File: config.mk
export PLATFORM = sky130hd
export DESIGN_NAME = heichips25_link_sched_flat
export DESIGN_NICKNAME = d
export VERILOG_FILES = /design/src/rtl/heichips25_link_pkg.sv /design/src/rtl/heichips25_link_sched_if.sv /design/src/rtl/heichips25_link_tracker.sv /design/src/rtl/heichips25_link_sched.sv /design/src/flat_wrapper.sv
export SDC_FILE = /design/constraint.sdc
export NUM_CORES = 1
export LEC_CHECK = 0
export ABC_CLOCK_PERIOD_IN_PS = 2200
export CAP_MARGIN = 20
export CORE_UTILIZATION = 30
export DETAILED_ROUTE_END_ITERATION = 8
export PLACE_DENSITY = 0.77
export SYNTH_ARGS = -nofsm -noshare
export SYNTH_HDL_FRONTEND = slang
export SYNTH_SLANG_ARGS = --single-unit
File: constraint.sdc
create_clock -name clk_i -period 2.2 [get_ports clk_i]
set_clock_uncertainty 0.15 [all_clocks]
set_input_delay 0.66 -clock clk_i [delete_from_list [all_inputs] [get_ports clk_i]]
set_output_delay 0.66 -clock clk_i [all_outputs]
set_load 0.02 [all_outputs]
File: src/rtl/heichips25_link_pkg.sv
// heichips25_link_pkg: shared widths, request struct and target ids for the link scheduler
package heichips25_link_pkg;
  localparam int ADDR_W = 8;
  localparam int DATA_W = 32;
  localparam int MAX_OUT = 2;
  typedef struct packed {
    logic [ADDR_W-1:0]   addr;
    logic [DATA_W-1:0]   data;
    logic [DATA_W/8-1:0] strb;
    logic                write;
  } link_req_t;
  typedef enum logic {TGT_INST = 1'b0, TGT_DATA = 1'b1} target_e;
endpackage

File: src/rtl/heichips25_link_sched_if.sv
// heichips25_link_sched_if: core-side requesters, serial link and response ports of the link scheduler
interface heichips25_link_sched_if #(
  parameter int AddrWidth      = heichips25_link_pkg::ADDR_W,
  parameter int DataWidth      = heichips25_link_pkg::DATA_W,
  parameter int MaxOutstanding = heichips25_link_pkg::MAX_OUT
);
  localparam int CntW = $clog2(MaxOutstanding + 1);
  logic                   inst_valid_i, inst_ready_o;
  logic [AddrWidth-1:0]   inst_addr_i;
  logic                   data_valid_i, data_ready_o, data_write_i;
  logic [AddrWidth-1:0]   data_addr_i;
  logic [DataWidth-1:0]   data_wdata_i;
  logic [DataWidth/8-1:0] data_strb_i;
  logic                   req_valid_o, req_ready_i, req_write_o;
  logic [AddrWidth-1:0]   req_addr_o;
  logic [DataWidth-1:0]   req_wdata_o;
  logic [DataWidth/8-1:0] req_strb_o;
  logic                   rsp_valid_i, rsp_ready_o;
  logic [DataWidth-1:0]   rsp_data_i;
  logic                   inst_rsp_valid_o;
  logic [DataWidth-1:0]   inst_rsp_data_o;
  logic                   data_rsp_valid_o, data_rsp_ready_i;
  logic [DataWidth-1:0]   data_rsp_data_o;
  logic [CntW-1:0]        outstanding_o;
  logic                   spurious_o;
  modport slave (
    input  inst_valid_i, inst_addr_i, data_valid_i, data_addr_i, data_wdata_i, data_strb_i, data_write_i,
           req_ready_i, rsp_valid_i, rsp_data_i, data_rsp_ready_i,
    output inst_ready_o, data_ready_o, req_valid_o, req_addr_o, req_wdata_o, req_strb_o, req_write_o,
           rsp_ready_o, inst_rsp_valid_o, inst_rsp_data_o, data_rsp_valid_o, data_rsp_data_o,
           outstanding_o, spurious_o
  );
  modport master (
    output inst_valid_i, inst_addr_i, data_valid_i, data_addr_i, data_wdata_i, data_strb_i, data_write_i,
           req_ready_i, rsp_valid_i, rsp_data_i, data_rsp_ready_i,
    input  inst_ready_o, data_ready_o, req_valid_o, req_addr_o, req_wdata_o, req_strb_o, req_write_o,
           rsp_ready_o, inst_rsp_valid_o, inst_rsp_data_o, data_rsp_valid_o, data_rsp_data_o,
           outstanding_o, spurious_o
  );
endinterface

File: src/rtl/heichips25_link_tracker.sv
// heichips25_link_tracker: in-order FIFO of the requester id of every read in flight
module heichips25_link_tracker import heichips25_link_pkg::*; #(
  parameter int Depth = MAX_OUT,
  localparam int PtrW = Depth > 1 ? $clog2(Depth) : 1,
  localparam int CntW = $clog2(Depth + 1)
) (
  input  logic            clk_i,
  input  logic            rst_ni,
  input  logic            push,
  input  target_e         din,
  input  logic            pop,
  output target_e         head,
  output logic [CntW-1:0] count,
  output logic            empty,
  output logic            full
);
  target_e mem [Depth];
  logic [PtrW-1:0] wptr, rptr;
  function automatic logic [PtrW-1:0] nxt(input logic [PtrW-1:0] p);
    return p == PtrW'(Depth - 1) ? '0 : p + 1'b1;
  endfunction
  assign head  = mem[rptr];
  assign empty = count == '0;
  assign full  = count == CntW'(Depth);
  // Storage: ids need no reset, only the pointers and count define validity
  always_ff @(posedge clk_i)
    if (push) mem[wptr] <= din;
  // Pointers wrap at Depth; a simultaneous push and pop leaves the count alone
  always_ff @(posedge clk_i or negedge rst_ni)
    if (!rst_ni) begin
      wptr  <= '0;
      rptr  <= '0;
      count <= '0;
    end else begin
      if (push) wptr <= nxt(wptr);
      if (pop) rptr <= nxt(rptr);
      count <= count + CntW'(push) - CntW'(pop);
    end
endmodule

File: src/rtl/heichips25_link_sched.sv
// heichips25_link_sched: round-robin fetch/LSU arbitration onto one link slot with in-order response steering
module heichips25_link_sched import heichips25_link_pkg::*; #(
  parameter int AddrWidth      = ADDR_W,
  parameter int DataWidth      = DATA_W,
  parameter int MaxOutstanding = MAX_OUT
) (
  input logic                    clk_i,
  input logic                    rst_ni,
  heichips25_link_sched_if.slave bus
);
  localparam int CntW = $clog2(MaxOutstanding + 1);
  target_e                rr_q, head;
  logic                   empty, full, push, pop, slot_free, head_inst;
  logic                   inst_elig, data_elig, inst_gnt, data_gnt;
  logic [CntW-1:0]        count;
  logic [AddrWidth-1:0]   next_addr;
  logic [DataWidth-1:0]   next_wdata;
  logic [DataWidth/8-1:0] next_strb;
  logic                   next_write;
  assign slot_free  = !bus.req_valid_o || bus.req_ready_i;
  assign inst_elig  = bus.inst_valid_i && slot_free && !full;
  assign data_elig  = bus.data_valid_i && slot_free && (bus.data_write_i || !full);
  assign inst_gnt   = inst_elig && (!data_elig || rr_q == TGT_INST);
  assign data_gnt   = data_elig && (!inst_elig || rr_q == TGT_DATA);
  assign bus.inst_ready_o = inst_gnt;
  assign bus.data_ready_o = data_gnt;
  assign next_addr  = inst_gnt ? bus.inst_addr_i : bus.data_addr_i;
  assign next_wdata = inst_gnt ? '0 : bus.data_wdata_i;
  assign next_strb  = inst_gnt ? '0 : bus.data_strb_i;
  assign next_write = !inst_gnt && bus.data_write_i;
  assign push       = inst_gnt || (data_gnt && !bus.data_write_i);
  assign head_inst  = head == TGT_INST;
  assign bus.rsp_ready_o      = empty || head_inst || bus.data_rsp_ready_i;
  assign bus.inst_rsp_valid_o = bus.rsp_valid_i && !empty && head_inst;
  assign bus.data_rsp_valid_o = bus.rsp_valid_i && !empty && !head_inst;
  assign bus.inst_rsp_data_o  = bus.rsp_data_i;
  assign bus.data_rsp_data_o  = bus.rsp_data_i;
  assign pop               = bus.rsp_valid_i && !empty && bus.rsp_ready_o;
  assign bus.outstanding_o = count;
  heichips25_link_tracker #(.Depth(MaxOutstanding)) u_tracker (
    .clk_i (clk_i),
    .rst_ni(rst_ni),
    .push  (push),
    .din   (inst_gnt ? TGT_INST : TGT_DATA),
    .pop   (pop),
    .head  (head),
    .count (count),
    .empty (empty),
    .full  (full)
  );
  // Request slot: take the winner when free, otherwise drop valid once the serializer accepts
  always_ff @(posedge clk_i or negedge rst_ni)
    if (!rst_ni) begin
      bus.req_valid_o <= 1'b0;
      bus.req_addr_o  <= '0;
      bus.req_wdata_o <= '0;
      bus.req_strb_o  <= '0;
      bus.req_write_o <= 1'b0;
    end else if (inst_gnt || data_gnt) begin
      bus.req_valid_o <= 1'b1;
      bus.req_addr_o  <= next_addr;
      bus.req_wdata_o <= next_wdata;
      bus.req_strb_o  <= next_strb;
      bus.req_write_o <= next_write;
    end else if (bus.req_ready_i) bus.req_valid_o <= 1'b0;
  // Round-robin pointer only moves when both requesters contended
  always_ff @(posedge clk_i or negedge rst_ni)
    if (!rst_ni) rr_q <= TGT_INST;
    else if (inst_elig && data_elig) rr_q <= rr_q == TGT_INST ? TGT_DATA : TGT_INST;
  // Sticky flag for a response word arriving with nothing in flight
  always_ff @(posedge clk_i or negedge rst_ni)
    if (!rst_ni) bus.spurious_o <= 1'b0;
    else if (bus.rsp_valid_i && empty) bus.spurious_o <= 1'b1;
endmodule

File: src/flat_wrapper.sv
// flat-port wrapper written by rule: the top's interface ports become plain ports
module heichips25_link_sched_flat import heichips25_link_pkg::*;
#(
  parameter int AddrWidth      = ADDR_W,
  parameter int DataWidth      = DATA_W,
  parameter int MaxOutstanding = MAX_OUT
)
  (clk_i, rst_ni, bus_inst_valid_i, bus_inst_addr_i, bus_data_valid_i, bus_data_addr_i, bus_data_wdata_i, bus_data_strb_i, bus_data_write_i, bus_req_ready_i, bus_rsp_valid_i, bus_rsp_data_i, bus_data_rsp_ready_i, bus_inst_ready_o, bus_data_ready_o, bus_req_valid_o, bus_req_addr_o, bus_req_wdata_o, bus_req_strb_o, bus_req_write_o, bus_rsp_ready_o, bus_inst_rsp_valid_o, bus_inst_rsp_data_o, bus_data_rsp_valid_o, bus_data_rsp_data_o, bus_outstanding_o, bus_spurious_o);
  heichips25_link_sched_if #(.AddrWidth(AddrWidth), .DataWidth(DataWidth), .MaxOutstanding(MaxOutstanding)) bus_i ();
  input logic clk_i;
  input logic rst_ni;
  input wire logic [$bits(bus_i.inst_valid_i)-1:0] bus_inst_valid_i;
  input wire logic [$bits(bus_i.inst_addr_i)-1:0] bus_inst_addr_i;
  input wire logic [$bits(bus_i.data_valid_i)-1:0] bus_data_valid_i;
  input wire logic [$bits(bus_i.data_addr_i)-1:0] bus_data_addr_i;
  input wire logic [$bits(bus_i.data_wdata_i)-1:0] bus_data_wdata_i;
  input wire logic [$bits(bus_i.data_strb_i)-1:0] bus_data_strb_i;
  input wire logic [$bits(bus_i.data_write_i)-1:0] bus_data_write_i;
  input wire logic [$bits(bus_i.req_ready_i)-1:0] bus_req_ready_i;
  input wire logic [$bits(bus_i.rsp_valid_i)-1:0] bus_rsp_valid_i;
  input wire logic [$bits(bus_i.rsp_data_i)-1:0] bus_rsp_data_i;
  input wire logic [$bits(bus_i.data_rsp_ready_i)-1:0] bus_data_rsp_ready_i;
  output wire logic [$bits(bus_i.inst_ready_o)-1:0] bus_inst_ready_o;
  output wire logic [$bits(bus_i.data_ready_o)-1:0] bus_data_ready_o;
  output wire logic [$bits(bus_i.req_valid_o)-1:0] bus_req_valid_o;
  output wire logic [$bits(bus_i.req_addr_o)-1:0] bus_req_addr_o;
  output wire logic [$bits(bus_i.req_wdata_o)-1:0] bus_req_wdata_o;
  output wire logic [$bits(bus_i.req_strb_o)-1:0] bus_req_strb_o;
  output wire logic [$bits(bus_i.req_write_o)-1:0] bus_req_write_o;
  output wire logic [$bits(bus_i.rsp_ready_o)-1:0] bus_rsp_ready_o;
  output wire logic [$bits(bus_i.inst_rsp_valid_o)-1:0] bus_inst_rsp_valid_o;
  output wire logic [$bits(bus_i.inst_rsp_data_o)-1:0] bus_inst_rsp_data_o;
  output wire logic [$bits(bus_i.data_rsp_valid_o)-1:0] bus_data_rsp_valid_o;
  output wire logic [$bits(bus_i.data_rsp_data_o)-1:0] bus_data_rsp_data_o;
  output wire logic [$bits(bus_i.outstanding_o)-1:0] bus_outstanding_o;
  output wire logic [$bits(bus_i.spurious_o)-1:0] bus_spurious_o;
  assign bus_i.inst_valid_i = bus_inst_valid_i;
  assign bus_i.inst_addr_i = bus_inst_addr_i;
  assign bus_i.data_valid_i = bus_data_valid_i;
  assign bus_i.data_addr_i = bus_data_addr_i;
  assign bus_i.data_wdata_i = bus_data_wdata_i;
  assign bus_i.data_strb_i = bus_data_strb_i;
  assign bus_i.data_write_i = bus_data_write_i;
  assign bus_i.req_ready_i = bus_req_ready_i;
  assign bus_i.rsp_valid_i = bus_rsp_valid_i;
  assign bus_i.rsp_data_i = bus_rsp_data_i;
  assign bus_i.data_rsp_ready_i = bus_data_rsp_ready_i;
  assign bus_inst_ready_o = bus_i.inst_ready_o;
  assign bus_data_ready_o = bus_i.data_ready_o;
  assign bus_req_valid_o = bus_i.req_valid_o;
  assign bus_req_addr_o = bus_i.req_addr_o;
  assign bus_req_wdata_o = bus_i.req_wdata_o;
  assign bus_req_strb_o = bus_i.req_strb_o;
  assign bus_req_write_o = bus_i.req_write_o;
  assign bus_rsp_ready_o = bus_i.rsp_ready_o;
  assign bus_inst_rsp_valid_o = bus_i.inst_rsp_valid_o;
  assign bus_inst_rsp_data_o = bus_i.inst_rsp_data_o;
  assign bus_data_rsp_valid_o = bus_i.data_rsp_valid_o;
  assign bus_data_rsp_data_o = bus_i.data_rsp_data_o;
  assign bus_outstanding_o = bus_i.outstanding_o;
  assign bus_spurious_o = bus_i.spurious_o;
  heichips25_link_sched #(.AddrWidth(AddrWidth), .DataWidth(DataWidth), .MaxOutstanding(MaxOutstanding)) u_core (.clk_i(clk_i), .rst_ni(rst_ni), .bus(bus_i));
endmodule
==> reports/summary.txt <==
status: complete, no violations
core box area: 8680 µm²
Internal Power: 0.00293 W
Avg WL per Cell: 15.3 µm
Final GP Congestion: 0.727
Synth top area share: 0.486
DRT iter0 DRCs: 50
antenna cells: 0
WP buf/inv: 3
Via Count: 1910
Pwr Density: 1260 nW/µm²
io pins: 210
Root Driver: clkbuf_8
clock-pin slew on the worst setup and hold paths: 0.09 ns
top cells by count, synth: buf_4, dfrtp_1, a22o_1
register bit total from synthesis: 54
WS Path Type: input port to primary output
Crit path arrival time: 1.35 ns
leakage power: 1.69 nW
slew margin rel.: 0.572
worst r2r dst: u_core.u_tracker.count[1]
main combinational cell family by area after synthesis: buffers and inverters
clk buf depth: 2
Mapped Cells: 233
First-pass DRT Iterations: 4
Mapped Area: 2680 µm²
CTS tree: done
met2 wire len: 3080 µm
syn_area_per_cell: 11.5 µm²
Final Critical Period: 2.16 ns
nets: 399
drt drc: 0
CP peak stage delay: 0.25 ns
share of cells above drive strength 1: 0.174
Crit Path Max Fanout: 2
Clk Latency, worst-skew pair: 0.29 ns
worst hold slack: 0.225 ns
Post-synth top flop: dfrtp_1
post-synthesis mux area share: 0.00374
Clock Power Share: 0.133
fillers: 842
Compound-Gate Fraction of Synth Area: 0.186
Post-Synth Simple-Gate Area: 0.0486
Seq/Total Area, Yosys: 0.508
Fmax: 0.463 GHz
slowest CP cell: dlygate4sd2_1
IO Port Bufs: 113
cell taking the most area after synthesis: dfrtp_1
metal3 WL: 552 µm
max-slew violation count: 0
met1 WL: 2580 µm
Starting Density: 0.309
Final Hold Fails: 0
worst r2r src: u_core.bus.req_valid_o
setup violators final: 0
R2R Setup Slk: 0.23 ns
Crit path max-delay family: buffers and inverters
Final Cycle Share: 0.981
post-synthesis xor/xnor area fraction: 0.0131
CP endpoint kind: primary output
Synth Area in Adders: 0.00935
Slew @ Worst Pin: 0.641 ns
maxcap violations: 0
WP data required: 1.39 ns
via/cell ratio: 4.62
Die H: 96.5 µm
synthesis-to-finish area growth: 38.6%
Unique masters post-synth: 25
Final HPWL DP: 4610 µm
die width: 96.5 µm
hold crit path type: input port to asynchronous set/reset pin
Tot GR Track Use: 0.136
highest routed metal layer: met4
sequential power share: 0.351
cells on worst reg2reg path: 10
antenna viol nets, final: 0
Post-synth EDFFs: 2
number of global-route vias before repair: 1941
CTS H-tree lvls: 2
Sink Count: 54
Synth Net Count: 327
total power: 0.00466 W
drt total wl: 6340 µm
pin count of the biggest net entering global routing: 46
fraction of registers with async set/reset: 0.963
Max VDD drop: 0.751 mV
row count: 34
synth warn: 0
main area contributors after synthesis: dfrtp_1, buf_4, a22o_1
CP startpoint kind: input port
first-pass GRT wire length: 9520 µm
switch share: 0.370
most common cell in the netlist: buf_4
RSZ-0062 raised after global routing: true
Comb power frac: 0.516
total gr overflow: 0
number of antenna violations at the first check in global routing: 0
cts bufs inserted: 5
CP cell instances: dlygate4sd2_1, nand2b_1, nand3_2, inv_1, buf_4
die area: 9310 µm²
Switching Power: 0.00172 W
cells by family (layout without fill, tap and decap cells):
group	Yosys count	after routing
buf+inv	91	163
compound gates	55	55
flops	54	54
simple gates	26	26
xor+xnor	4	4
fa+ha+maj	2	2
mux	1	1
sequential cells by signal, summed over array words and instances, names as in the netlist:
name and flops:
u_core.u_tracker.count 2, u_core.bus.spurious_o 1, u_core.u_tracker.rptr 1, u_core.bus.req_wdata_o 32
u_core.u_tracker.mem 2, u_core.rr_q 1, u_core.bus.req_valid_o 1, u_core.u_tracker.wptr 1
u_core.bus.req_addr_o 8, u_core.bus.req_strb_o 4, u_core.bus.req_write_o 1
repair_timing:
| action | in CTS | in global routing |
|---|---|---|
| hold buffers | 0 | 0 |
| endpoints found under the setup margin | 10 | 6 |
| gates resized for setup | 45 | 8 |
| pin swaps | 2 | 2 |
| setup buffers | 1 | 2 |
how the worst max path moves through the flow:
stage / start / endpoint / cells past startpoint
floorplan: bus_inst_valid_i / bus_data_ready_o / 3
global placement: bus_data_valid_i / bus_data_ready_o / 4
detailed placement: bus_inst_valid_i / bus_inst_ready_o / 5
CTS: bus_req_ready_i / bus_data_ready_o / 4
global route: u_core.u_tracker.count[1] / bus_data_ready_o / 4
finish: bus_req_ready_i / bus_inst_ready_o / 5
power by group through the flow:
stage | Combinational [W] | Clock (W) | Sequential [W]
2_1_floorplan | 0.000939 | 0 | 0.00206
3_3_place_gp | 0.00236 | 0 | 0.00162
3_5_place_dp | 0.00240 | 0 | 0.00164
4_1_cts | 0.00240 | 0.000656 | 0.00163
5_1_grt | 0.00259 | 0.000694 | 0.00168
6_report | 0.00240 | 0.000620 | 0.00164
area by class of cell:
type / instances / area (µm²) / share of cell area
timing repair buffer: 137 / 1300 / 0.351
inverter: 19 / 71.3 / 0.0192
tap: 108 / 135 / 0.0364
sequential: 54 / 1360 / 0.367
clock buffer: 7 / 108 / 0.0290
multi-input combinational: 88 / 732 / 0.197
layout by cell type, fill, tap and decap left out, types with 3 or more instances in the layout:
| master | n |
|---|---|
| dfrtp_1 | 51 |
| buf_2 | 3 |
| a22o_1 | 37 |
| buf_4 | 26 |
| xnor2_1 | 4 |
| dlygate4sd2_1 | 5 |
| clkdlybuf4s50_1 | 98 |
| inv_1 | 19 |
| a221oi_1 | 8 |
| nor2_1 | 13 |
| clkbuf_8 | 6 |
| nor2b_1 | 4 |
per-stage QoR:
| stage | setup WS [ns] | cell area [µm²] | cells | util | TNS, ns |
|---|---|---|---|---|---|
| 2_1_floorplan | -0.00170 | 2690 | 233 | - | -0.00170 |
| 3_3_place_gp | -0.805 | 3580 | 403 | 0.413 | -16.73 |
| 3_5_place_dp | -0.834 | 3580 | 403 | 0.413 | -17.67 |
| 4_1_cts | 0.0101 | 3690 | 411 | 0.425 | 0 |
| 5_1_grt | -0.0252 | 3710 | 413 | 0.428 | -0.0313 |
| 6_report | 0.0407 | 3710 | 413 | 0.428 | 0 |
per-layer routing:
metal / GRT usage / vias up
met5: 0 / -
met4: 0.0466 / 0
met3: 0.0462 / 26
met2: 0.218 / 95
met1: 0.170 / 916
li1: - / 873
Power figures use the tool's default switching activity.
